[src/rtl/writeback_stage_if.sv]
// Bundle of MEM/WB inputs, mult/div handshake and register-file write port for writeback_stage.
// The master drives the retiring instruction and mult/div offers; the slave is the stage itself.
interface writeback_stage_if #(
  parameter int unsigned DATA_W = 32
);
  logic              in_valid;
  logic [31:0]       in_instruction;
  logic [DATA_W-1:0] in_pc;
  logic [DATA_W-1:0] in_alu;
  logic [DATA_W-1:0] in_mem;
  logic              in_exc;
  logic [DATA_W-1:0] in_exc_code;
  logic              md_valid;
  logic [4:0]        md_dest;
  logic [DATA_W-1:0] md_result;
  logic              md_ready;
  logic              wb_stall;
  logic              ctrl_writeEnable;
  logic [4:0]        ctrl_writeReg;
  logic [DATA_W-1:0] data_writeReg;

  modport master (
    output in_valid, in_instruction, in_pc, in_alu, in_mem, in_exc, in_exc_code,
    output md_valid, md_dest, md_result,
    input  md_ready, wb_stall, ctrl_writeEnable, ctrl_writeReg, data_writeReg
  );

  modport slave (
    input  in_valid, in_instruction, in_pc, in_alu, in_mem, in_exc, in_exc_code,
    input  md_valid, md_dest, md_result,
    output md_ready, wb_stall, ctrl_writeEnable, ctrl_writeReg, data_writeReg
  );
endinterface

[src/rtl/writeback_stage.sv]
// Writeback stage: registers the register-file write for each retiring instruction and merges
// mult/div results through a small FIFO, stalling the pipeline if a queued result starves.
module writeback_stage #(
  parameter int unsigned DATA_W       = 32,
  parameter int unsigned LINK_REG     = 31,
  parameter int unsigned STATUS_REG   = 30,
  parameter int unsigned MD_DEPTH     = 2,
  parameter int unsigned STARVE_LIMIT = 8
) (
  input  logic            clock,
  input  logic            reset,
  writeback_stage_if.slave wb
);

  localparam int unsigned PtrW = (MD_DEPTH > 1) ? $clog2(MD_DEPTH) : 1;
  localparam int unsigned CntW = $clog2(MD_DEPTH + 1);
  localparam int unsigned StvW = $clog2(STARVE_LIMIT + 1);

  localparam logic [4:0]      LinkReg   = 5'(LINK_REG);
  localparam logic [4:0]      StatusReg = 5'(STATUS_REG);
  localparam logic [CntW-1:0] DepthCnt  = CntW'(MD_DEPTH);
  localparam logic [PtrW-1:0] LastPtr   = PtrW'(MD_DEPTH - 1);
  localparam logic [StvW-1:0] StarveMax = StvW'(STARVE_LIMIT);

  typedef enum logic [4:0] {
    OpAlu  = 5'b00000,
    OpJal  = 5'b00011,
    OpAddi = 5'b00101,
    OpLw   = 5'b01000,
    OpSetx = 5'b10101
  } opcode_e;

  logic [4:0]        dest_mem [MD_DEPTH];
  logic [DATA_W-1:0] data_mem [MD_DEPTH];
  logic [PtrW-1:0]   rd_ptr_q, rd_ptr_d, wr_ptr_q, wr_ptr_d;
  logic [CntW-1:0]   count_q, count_d;
  logic [StvW-1:0]   starve_q, starve_d;

  logic              we_q, we_d;
  logic [4:0]        reg_q, reg_d;
  logic [DATA_W-1:0] data_q, data_d;

  logic              dec_writes;
  logic [4:0]        dec_dest;
  logic [DATA_W-1:0] dec_data;
  logic              fifo_empty, stall, ready, pipe_we, pop, bypass, push;
  logic              cand_we;
  logic [4:0]        cand_dest;
  logic [DATA_W-1:0] cand_data;

  function automatic logic [PtrW-1:0] ptr_inc(input logic [PtrW-1:0] ptr);
    return (ptr == LastPtr) ? '0 : ptr + PtrW'(1);
  endfunction

  always_comb begin
    dec_writes = 1'b0;
    dec_dest   = wb.in_instruction[26:22];
    dec_data   = wb.in_alu;
    case (wb.in_instruction[31:27])
      OpAlu, OpAddi: dec_writes = 1'b1;
      OpLw: begin
        dec_writes = 1'b1;
        dec_data   = wb.in_mem;
      end
      OpJal: begin
        dec_writes = 1'b1;
        dec_dest   = LinkReg;
        dec_data   = wb.in_pc + DATA_W'(1);
      end
      OpSetx: begin
        dec_writes = 1'b1;
        dec_dest   = StatusReg;
        dec_data   = DATA_W'(wb.in_instruction[26:0]);
      end
      default: dec_writes = 1'b0;
    endcase
    if (wb.in_exc) begin
      dec_dest = StatusReg;
      dec_data = wb.in_exc_code;
    end
  end

  // md_ready looks only at registered occupancy, never at this cycle's pop.
  assign fifo_empty = (count_q == '0);
  assign stall      = (starve_q == StarveMax);
  assign ready      = (count_q < DepthCnt);
  assign pipe_we    = wb.in_valid && dec_writes && (dec_dest != 5'd0) && !stall;
  assign pop        = !pipe_we && !fifo_empty;
  assign bypass     = !pipe_we && fifo_empty && wb.md_valid;
  assign push       = wb.md_valid && ready && !bypass;

  always_comb begin
    cand_we   = 1'b0;
    cand_dest = 5'd0;
    cand_data = '0;
    if (pipe_we) begin
      cand_we   = 1'b1;
      cand_dest = dec_dest;
      cand_data = dec_data;
    end else if (pop) begin
      cand_we   = 1'b1;
      cand_dest = dest_mem[rd_ptr_q];
      cand_data = data_mem[rd_ptr_q];
    end else if (bypass) begin
      cand_we   = 1'b1;
      cand_dest = wb.md_dest;
      cand_data = wb.md_result;
    end
    // Writes to r0 are consumed but never reach the register file.
    we_d   = cand_we && (cand_dest != 5'd0);
    reg_d  = we_d ? cand_dest : 5'd0;
    data_d = we_d ? cand_data : '0;

    rd_ptr_d = pop  ? ptr_inc(rd_ptr_q) : rd_ptr_q;
    wr_ptr_d = push ? ptr_inc(wr_ptr_q) : wr_ptr_q;
    count_d  = count_q + CntW'(push) - CntW'(pop);
    starve_d = (fifo_empty || pop) ? '0 : starve_q + StvW'(1);
  end

  always_ff @(posedge clock) begin
    if (reset) begin
      we_q     <= 1'b0;
      reg_q    <= 5'd0;
      data_q   <= '0;
      rd_ptr_q <= '0;
      wr_ptr_q <= '0;
      count_q  <= '0;
      starve_q <= '0;
    end else begin
      we_q     <= we_d;
      reg_q    <= reg_d;
      data_q   <= data_d;
      rd_ptr_q <= rd_ptr_d;
      wr_ptr_q <= wr_ptr_d;
      count_q  <= count_d;
      starve_q <= starve_d;
    end
  end

  always_ff @(posedge clock) begin
    if (push && !reset) begin
      dest_mem[wr_ptr_q] <= wb.md_dest;
      data_mem[wr_ptr_q] <= wb.md_result;
    end
  end

  assign wb.md_ready         = ready;
  assign wb.wb_stall         = stall;
  assign wb.ctrl_writeEnable = we_q;
  assign wb.ctrl_writeReg    = reg_q;
  assign wb.data_writeReg    = data_q;

endmodule
[src/flat_wrapper.sv]
// flat-port wrapper written by rule: the top's interface ports become plain ports
module writeback_stage_flat 
#(
  parameter int unsigned DATA_W       = 32,
  parameter int unsigned LINK_REG     = 31,
  parameter int unsigned STATUS_REG   = 30,
  parameter int unsigned MD_DEPTH     = 2,
  parameter int unsigned STARVE_LIMIT = 8
)
  (clock, reset, wb_in_valid, wb_in_instruction, wb_in_pc, wb_in_alu, wb_in_mem, wb_in_exc, wb_in_exc_code, wb_md_valid, wb_md_dest, wb_md_result, wb_md_ready, wb_wb_stall, wb_ctrl_writeEnable, wb_ctrl_writeReg, wb_data_writeReg);
  writeback_stage_if #(.DATA_W(DATA_W)) wb_i ();
  input  logic clock;
  input  logic reset;
  input wire logic [$bits(wb_i.in_valid)-1:0] wb_in_valid;
  input wire logic [$bits(wb_i.in_instruction)-1:0] wb_in_instruction;
  input wire logic [$bits(wb_i.in_pc)-1:0] wb_in_pc;
  input wire logic [$bits(wb_i.in_alu)-1:0] wb_in_alu;
  input wire logic [$bits(wb_i.in_mem)-1:0] wb_in_mem;
  input wire logic [$bits(wb_i.in_exc)-1:0] wb_in_exc;
  input wire logic [$bits(wb_i.in_exc_code)-1:0] wb_in_exc_code;
  input wire logic [$bits(wb_i.md_valid)-1:0] wb_md_valid;
  input wire logic [$bits(wb_i.md_dest)-1:0] wb_md_dest;
  input wire logic [$bits(wb_i.md_result)-1:0] wb_md_result;
  output wire logic [$bits(wb_i.md_ready)-1:0] wb_md_ready;
  output wire logic [$bits(wb_i.wb_stall)-1:0] wb_wb_stall;
  output wire logic [$bits(wb_i.ctrl_writeEnable)-1:0] wb_ctrl_writeEnable;
  output wire logic [$bits(wb_i.ctrl_writeReg)-1:0] wb_ctrl_writeReg;
  output wire logic [$bits(wb_i.data_writeReg)-1:0] wb_data_writeReg;
  assign wb_i.in_valid = wb_in_valid;
  assign wb_i.in_instruction = wb_in_instruction;
  assign wb_i.in_pc = wb_in_pc;
  assign wb_i.in_alu = wb_in_alu;
  assign wb_i.in_mem = wb_in_mem;
  assign wb_i.in_exc = wb_in_exc;
  assign wb_i.in_exc_code = wb_in_exc_code;
  assign wb_i.md_valid = wb_md_valid;
  assign wb_i.md_dest = wb_md_dest;
  assign wb_i.md_result = wb_md_result;
  assign wb_md_ready = wb_i.md_ready;
  assign wb_wb_stall = wb_i.wb_stall;
  assign wb_ctrl_writeEnable = wb_i.ctrl_writeEnable;
  assign wb_ctrl_writeReg = wb_i.ctrl_writeReg;
  assign wb_data_writeReg = wb_i.data_writeReg;
  writeback_stage #(.DATA_W(DATA_W), .LINK_REG(LINK_REG), .STATUS_REG(STATUS_REG), .MD_DEPTH(MD_DEPTH), .STARVE_LIMIT(STARVE_LIMIT)) u_core (.clock(clock), .reset(reset), .wb(wb_i));
endmodule
[config.mk]
export PLATFORM = sky130hd
export DESIGN_NAME = writeback_stage_flat
export DESIGN_NICKNAME = d
export VERILOG_FILES = /design/src/rtl/writeback_stage_if.sv /design/src/rtl/writeback_stage.sv /design/src/flat_wrapper.sv
export SDC_FILE = /design/constraint.sdc
export NUM_CORES = 1
export LEC_CHECK = 0
export ABC_AREA = 1
export CELL_PAD_IN_SITES_DETAIL_PLACEMENT = 0
export CELL_PAD_IN_SITES_GLOBAL_PLACEMENT = 1
export CORE_MARGIN = 10
export CORE_UTILIZATION = 30
export DETAILED_ROUTE_END_ITERATION = 10
export PLACE_DENSITY = 0.82
export SYNTH_ARGS = -nofsm -noshare
export SYNTH_HDL_FRONTEND = slang
export SYNTH_SLANG_ARGS = --single-unit
[constraint.sdc]
create_clock -name clock -period 4.9 [get_ports clock]
set_input_delay 0.49 -clock clock [delete_from_list [all_inputs] [get_ports clock]]
set_output_delay 0.49 -clock clock [all_outputs]
set_load 0.02 [all_outputs]
==> metrics.md, run 1 <==
| Metric | Value |
|---|---|
| Status | `completed` |
| Reg-to-reg critical path startpoint | `u_core.starve_q[0]$_SDFF_PP0_` |
| Fin crit period | `3.12 ns` |
| Detail Placement HPWL | `23100 µm` |
| Peak-usage layer in the global routing report | `met2` |
| CTS root buf | `clkbuf_16` |
| FP Rows | `55` |
| Antenna-violating nets left | `0` |
| Cell taking the most area after synthesis | `edfxtp_1` |
| Total GRT Usage | `20.0%` |
| CTS clk-pin slew, worst paths | `0.05 ns` |
| Nets | `1298` |
| Cell Area, Synth | `0.00681 mm²` |
| DRC violations left | `0` |
| Synth area leaders | `edfxtp_1 33%, dfxtp_1 14%, nand2_1 12%` |
| Core box area | `0.0225 mm²` |
| Seq cells post-synth | `121` |
| Sw frac | `33.4%` |
| DRT Pass-1 Iters | `5` |
| P_int | `2.69 mW` |
| Clk_skew | `0.00692 ns` |
| Detailed Route WL | `29700 µm` |
| MaxCap Viol Count | `0` |
| Clk sink count | `121` |
| Synth unique cells | `45` |
| CP max stage delay | `0.53 ns` |
| Reg2reg setup slack | `2.03 ns` |
| Grt met2 use | `33.4%` |
| Slew @ Worst Pin | `0.948 ns` |
| Final setup vio count | `0` |
| Proportion of layout cells with a drive suffix above 1 | `8.70%` |
| H-tree Lvls | `4` |
| Largest buffer count on any clock path | `2` |
| Critical-path top delay cell | `clkdlybuf4s50_1` |
| Worst-path fanout max | `37` |
| Initial antenna violation count | `5` |
| Area Overhead vs Synth | `48.3%` |
| # hold bufs at CTS | `0` |
| Crit Path Class | `input pin to register` |
| Leak Pwr | `3.80 nW` |
| Die height | `171 µm` |
| Power per cell area | `400 mW/mm²` |
| Max_slew headroom | `36.4%` |
| Worst Hold Launch | `u_core.rd_ptr_q$_SDFFE_PP0N_` |
| R2r endpoint | `u_core.data_mem[0][27]$_DFFE_PP_` |
| Top cell type's share of synthesized area | `32.7%` |
| GRT overflow | `0` |
| Die area | `0.0291 mm²` |
| CTS tree | `yes` |
| Post-CTS sizing | `0` |
| Io pins | `242` |
| Inserted Clock Buffers | `17` |
| RD Place Congestion | `0.934` |
| Comb power frac | `35.0%` |
| Post-DP Area | `0.00948 mm²` |
| Count leader, synth | `nand2_1` |
| Vias in the first global route | `7137` |
| Post-CTS Setup Inserts | `0` |
| First-pass GRT wire length | `43600 µm` |
| Setup TNS | `0 ns` |
| Worst path arrival time | `3.38 ns` |
| Via count | `6944` |
| Grt met3 use | `6.75%` |
| WP data required | `5.16 ns` |
| FF-to-FF path depth | `12` |
| VDD IR max | `0.236 mV` |
| Cell count after synthesis | `857` |
| Die width | `171 µm` |
| Initial core utilization | `30.2%` |
| Flop pwr share | `32.6%` |
| Commonest cells post-synth | `210 x nand2_1, 110 x nor2_1, 74 x edfxtp_1, 57 x inv_1` |
| Ys async rst share | `0%` |
| Vias per cell | `5.00` |
| Register area share after synthesis | `46.5%` |
| Design area | `0.0101 mm²` |
| Hold crit path type | `register to register` |
| Post-synth net total | `1064` |
| Clock share of power | `32.4%` |
| RSZ-0062 raised after global routing | `false` |
| CP Launch Type | `input pin` |
| Mean routed wirelength per cell | `21.4 µm` |
| Post-route fraction of the period consumed by the critical path | `63.7%` |
| Critical Path End Type | `register` |
| Port Buffer Count | `241` |
| Met1 GRT Util | `23.6%` |
| Hold path depth | `1` |
| DRT iter0 DRCs | `588` |
| Largest net degree at the start of global routing | `38` |
| Worst-path cell chain | `clkdlybuf4s50_1, nor2_2, nand4_2, buf_4, nand2_2, nor2_1, nand3_2, nand2_2, inv_2, o21ai_0, nand3_2, nor2_1, nand3_2, nand2_4, nor2_1` |
| Yosys warns | `0` |
| Net Sw Power | `1.35 mW` |
| Synthesized area per cell | `7.94 µm²` |
| Top achievable clock speed | `320 MHz` |
| Final hold vios | `0` |
| Main synth FF type | `edfxtp_1` |
| Clock Latency Late Sink | `0.41 ns` |
| Slew Limit Fails | `0` |
| Post-synth EDFFs | `74` |
==> how the worst max path moves through the flow <==
stage                                                        end  cells after the start                  start
after floorplan                  u_core.data_mem[1][0]$_DFFE_PP_                     10  wb_in_instruction[29]
after global placement    u_core.wb.data_writeReg[24]$_SDFF_PP0_                     10  wb_in_instruction[28]
after detailed placement   u_core.wb.data_writeReg[1]$_SDFF_PP0_                     15  wb_in_instruction[31]
after CTS                  u_core.wb.data_writeReg[1]$_SDFF_PP0_                     15  wb_in_instruction[31]
after global routing       u_core.wb.data_writeReg[1]$_SDFF_PP0_                     15  wb_in_instruction[31]
final                      u_core.wb.data_writeReg[1]$_SDFF_PP0_                     15  wb_in_instruction[31]
==> routing by layer <==
layer | vias to the layer above | part of all wire (%)
met3 | 40 | 9.2
li1 | 3375 | -
met5 | - | 0.11
met4 | 6 | 2.2
met1 | 3265 | 41
met2 | 258 | 48
==> per-stage QoR <==
step           utilization, %  hold slack (ns)  setup slack [ns]  instances  power (mW)
2_1_floorplan               -            0.426             0.475        857        2.11
3_3_place_gp             42.1            0.432              1.43       1357        2.75
3_5_place_dp             42.1            0.440              1.29       1357        2.75
4_1_cts                  44.8            0.449              1.77       1389        4.07
5_1_grt                  44.8            0.472              1.46       1389        4.23
6_report                 44.9            0.460              1.78       1390        4.03
==> cell usage in the layout, fill, tap and decap left out, types with 12 or more instances in the layout <==
cell type	count
o21ai_0	53
nor2_2	34
dfxtp_1	46
clkbuf_16	17
nor3_1	13
a21oi_1	53
edfxtp_1	74
nor2_1	108
inv_1	57
clkdlybuf4s50_1	241
nand2_1	210
nand3_1	50
nand4_1	22
mux2i_1	23
buf_4	12
==> area by class of cell <==
type | count | area [µm²]
multi-input cells | 636 | 3230
diodes | 1 | 2.50
flip-flops and latches | 121 | 3160
inverters | 62 | 233
clock inverters | 14 | 180
well taps | 285 | 357
fillers | 2246 | 12400
clock buffers | 18 | 429
repair buffers | 253 | 2500
==> flip-flops by register name, summed over array words and instances, names as in the netlist, named ones only <==
register                    count
u_core.wb.data_writeReg        32
u_core.dest_mem                10
u_core.starve_q                 4
u_core.rd_ptr_q                 1
u_core.wr_ptr_q                 1
u_core.wb.ctrl_writeReg         5
u_core.count_q                  2
u_core.data_mem                64
u_core.wb.ctrl_writeEnable      1
==> logic make-up (layout without fill, tap and decap cells) <==
| family | after synthesis | count (layout) | share of synthesized area [%] |
|---|---|---|---|
| adder cells (fa/ha/maj) | 5 | 5 | 0.919 |
| multiplexers | 23 | 23 | 3.38 |
| other | 0 | 1 | 0 |
| buffers and inverters | 100 | 347 | 6.34 |
| AND/OR/NAND/NOR | 459 | 459 | 29.8 |
| flip-flops | 121 | 121 | 46.5 |
| XOR/XNOR | 10 | 10 | 1.29 |
| AO/OA/AOI/OAI | 139 | 139 | 11.8 |
==> power by group through the flow <==
stage / clock network (mW) / registers, mW / logic (mW)
floorplan: 0 / 1.45 / 0.655
global placement: 0 / 1.34 / 1.41
detailed placement: 0 / 1.34 / 1.42
CTS: 1.32 / 1.32 / 1.42
global route: 1.36 / 1.33 / 1.53
finish: 1.31 / 1.32 / 1.41
==> worst max-delay path: cells and delay by family <==
kind,cells,cell delay (ns)
and+or+nand+nor,11,1.72
buffers and inverters,3,0.94
AOI/OAI and AO/OA,1,0.17
(Power assumes the default switching activity.)
==> run 2, diff against run 1 <==
==> constraint.sdc (replaced) <==
create_clock -name clock -period 2.9 [get_ports clock]
set_input_delay 0.29 -clock clock [delete_from_list [all_inputs] [get_ports clock]]
set_output_delay 0.29 -clock clock [all_outputs]
set_load 0.02 [all_outputs]
==> metrics.md, run 2 (synthesis gave the netlist of run 1 again) <==
| Metric | Value |
|---|---|
| Largest net degree at the start of global routing | `38 (unchanged)` |
| Delay-heaviest family, CP | `simple AND/OR/NAND/NOR gates` |
| Vias in the first global route | `7331 (+2.7%)` |
| Inserted Clock Buffers | `17 (unchanged)` |
| Critical Path Most Common Cell | `nand2_1` |
| DRC violations left | `0 (unchanged)` |
| Worst path arrival time | `2.54 ns (-0.84 ns)` |
| CTS root buf | `clkbuf_16` |
| CP Launch Type | `register` |
| Hold Slack | `0.447 ns (-0.0133 ns)` |
| Fin crit period | `2.45 ns` |
| Critical-path top delay cell | `dfxtp_1` |
| Proportion of layout cells with a drive suffix above 1 | `11.0% (+2.3 points)` |
| Largest Register | `u_core.data_mem` |
| Total GRT Usage | `20.3% (+0.28 points)` |
| Worst-path fanout max | `37 (unchanged)` |
| Critical path depth in cells | `12 (-3)` |
| Hold path depth | `1 (unchanged)` |
| Io pins | `242 (unchanged)` |
| Area of the multi-input gates | `0.00323 mm² (+0.19%)` |
| Post-route fraction of the period consumed by the critical path | `84.4%` |
| WP data required | `3.00 ns (-2.16 ns)` |
| Pre-CTS setup slack | `0.174 ns (-1.12 ns)` |
| Slew Limit Fails | `0 (unchanged)` |
| Setup TNS | `0 ns (unchanged)` |
| GRT overflow | `0 (unchanged)` |
| DRT iter0 DRCs | `629 (+7.0%)` |
| MaxCap Viol Count | `0 (unchanged)` |
| Vias per cell | `4.95 (-0.83%)` |
| Nets | `1324 (+2.0%)` |
| Via count | `7010 (+0.95%)` |
| Initial core utilization | `30.2% (unchanged)` |
| Cell Count Post-Placement | `1383 (+1.9%)` |
| CTS tree | `yes` |
| Clk sink count | `121 (unchanged)` |
| Top achievable clock speed | `409 MHz` |
| Final hold vios | `0 (unchanged)` |
| Detail Placement HPWL | `23500 µm (+1.7%)` |
| Antenna-violating nets left | `0 (unchanged)` |
| Largest buffer count on any clock path | `2 (unchanged)` |
| Core box area | `0.0225 mm² (unchanged)` |
| Tot Pwr | `6.73 mW (+67%)` |
| Post-route core utilization | `46.0% (+1.1 points)` |
| Clock Latency Late Sink | `0.42 ns (about the same)` |
| Final setup vio count | `0 (unchanged)` |
| Area Overhead vs Synth | `52.0%` |
| Clk_skew | `0.0139 ns (+0.00698 ns)` |
| Die area | `0.0291 mm² (unchanged)` |
| Die width | `171 µm (unchanged)` |
| Post-CTS Setup Inserts | `0 (unchanged)` |
| Max FFs per register | `64 (unchanged)` |
| Status | `completed` |
| Power per cell area | `651 mW/mm² (+63%)` |
| Leak Pwr | `3.98 nW (+4.6%)` |
| Post-DP Area | `0.00975 mm² (+2.8%)` |
| Most common cell after layout, fill and taps aside | `clkdlybuf4s50_1` |
| Design area | `0.0103 mm² (+2.5%)` |
| Max_slew headroom | `54.0% (+18 points)` |
| Port Buffer Count | `241 (unchanged)` |
| FF-to-FF path depth | `12 (unchanged)` |
| FP Rows | `55 (unchanged)` |
| Slew @ Worst Pin | `0.682 ns (-0.266 ns)` |
| RD Place Congestion | `0.935 (+0.13%)` |
| Sequential Area | `0.00316 mm² (unchanged)` |
| First-pass GRT wire length | `43800 µm (+0.59%)` |
| Most frequent cells in the layout | `241 x clkdlybuf4s50_1, 210 x nand2_1, 108 x nor2_1` |
| Die height | `171 µm (unchanged)` |
| VDD IR max | `0.402 mV (+70%)` |
| Post-route insts no fill | `1415 (+1.8%)` |
| Antenna diode count | `0 (-1)` |
| DRT Pass-1 Iters | `5 (unchanged)` |
| CP max stage delay | `0.38 ns (-0.15 ns)` |
| Crit path buf inv count | `3 (unchanged)` |
| H-tree Lvls | `4 (unchanged)` |
| Post-CTS sizing | `0 (unchanged)` |
| Initial antenna violation count | `0 (-5)` |
| Mean routed wirelength per cell | `21.2 µm (-0.68%)` |
| Detailed Route WL | `30000 µm (+1.1%)` |
| Hold crit path type | `register to register` |
| RSZ-0062 raised after global routing | `false` |
| CTS clk-pin slew, worst paths | `0.06 ns (about the same)` |
| Setup ws final | `0.452 ns (-1.33 ns)` |
| # hold bufs at CTS | `0 (unchanged)` |
| Fillers | `2224 (-0.98%)` |
| Critical Path End Type | `register` |
| Crit Path Class | `register to register` |
| Worst-path cell chain | `inv_1, ha_1, nand2_1, o21ai_0, a31oi_1, nand2_2, nand2_1, nand3_1, inv_1, nand2_1, nor2_4, buf_12` |
run 2: cell types whose count changed in the layout (fill, tap and decap cells not counted):
cell,delta
clkbuf_8,+1
buf_4,+21
inv_4,+3
bufinv_16,-4
clkinv_2,+1
clkinv_1,-3
nor3_4,+1
inv_6,+1
diode_2,-1
clkinvlp_4,-4
nor3_2,-1
buf_12,+5
clkbuf_16,+4
clkbuf_1,+1
run 2: power breakdown:
part	internal (mW)	switching, mW	leakage [nW]	total (mW)
clock network	1.32	0.771	0.302	2.09
registers	2.12	0.115	1.06	2.24
logic	1.04	1.36	2.62	2.40
total	4.49	2.25	3.98	6.73
run 2: cell type report:
type / instances / share of cell area [%]
clock inverters: 8 / 0.496
repair buffers: 279 / 26.7
inverters: 62 / 2.25
multi-input cells: 636 / 31.2
well taps: 285 / 3.45
clock buffers: 24 / 5.29
flip-flops and latches: 121 / 30.6
run 2: worst register-to-register path: cells and delay by family (launching register included):
family                     cells  cell delay, ns
adders and majority gates      1            0.18
buffers and inverters          3            0.43
AOI/OAI and AO/OA              2            0.32
and+or+nand+nor                6            0.77
DFF                            1            0.38
run 2: worst paths after layout:
kind | start | endpoint | slack [ns]
max | u_core.starve_q[0]$_SDFF_PP0_ | u_core.data_mem[0][27]$_DFFE_PP_ | 0.45
min | u_core.rd_ptr_q$_SDFFE_PP0N_ | register | 0.45
max reg2reg | u_core.starve_q[0]$_SDFF_PP0_ | u_core.data_mem[0][27]$_DFFE_PP_ | 0.45
min reg2reg | u_core.rd_ptr_q$_SDFFE_PP0N_ | register | 0.45
run 2: routing by layer:
| layer | global-route usage, % | vias to the layer above | share of wire [%] |
|---|---|---|---|
| met5 | 0 | - | 0 |
| met4 | 3.89 | 0 | 1.1 |
| met2 | 35.4 | 265 | 49 |
| met3 | 6.68 | 29 | 8.2 |
| met1 | 23.8 | 3280 | 42 |
| li1 | - | 3436 | - |
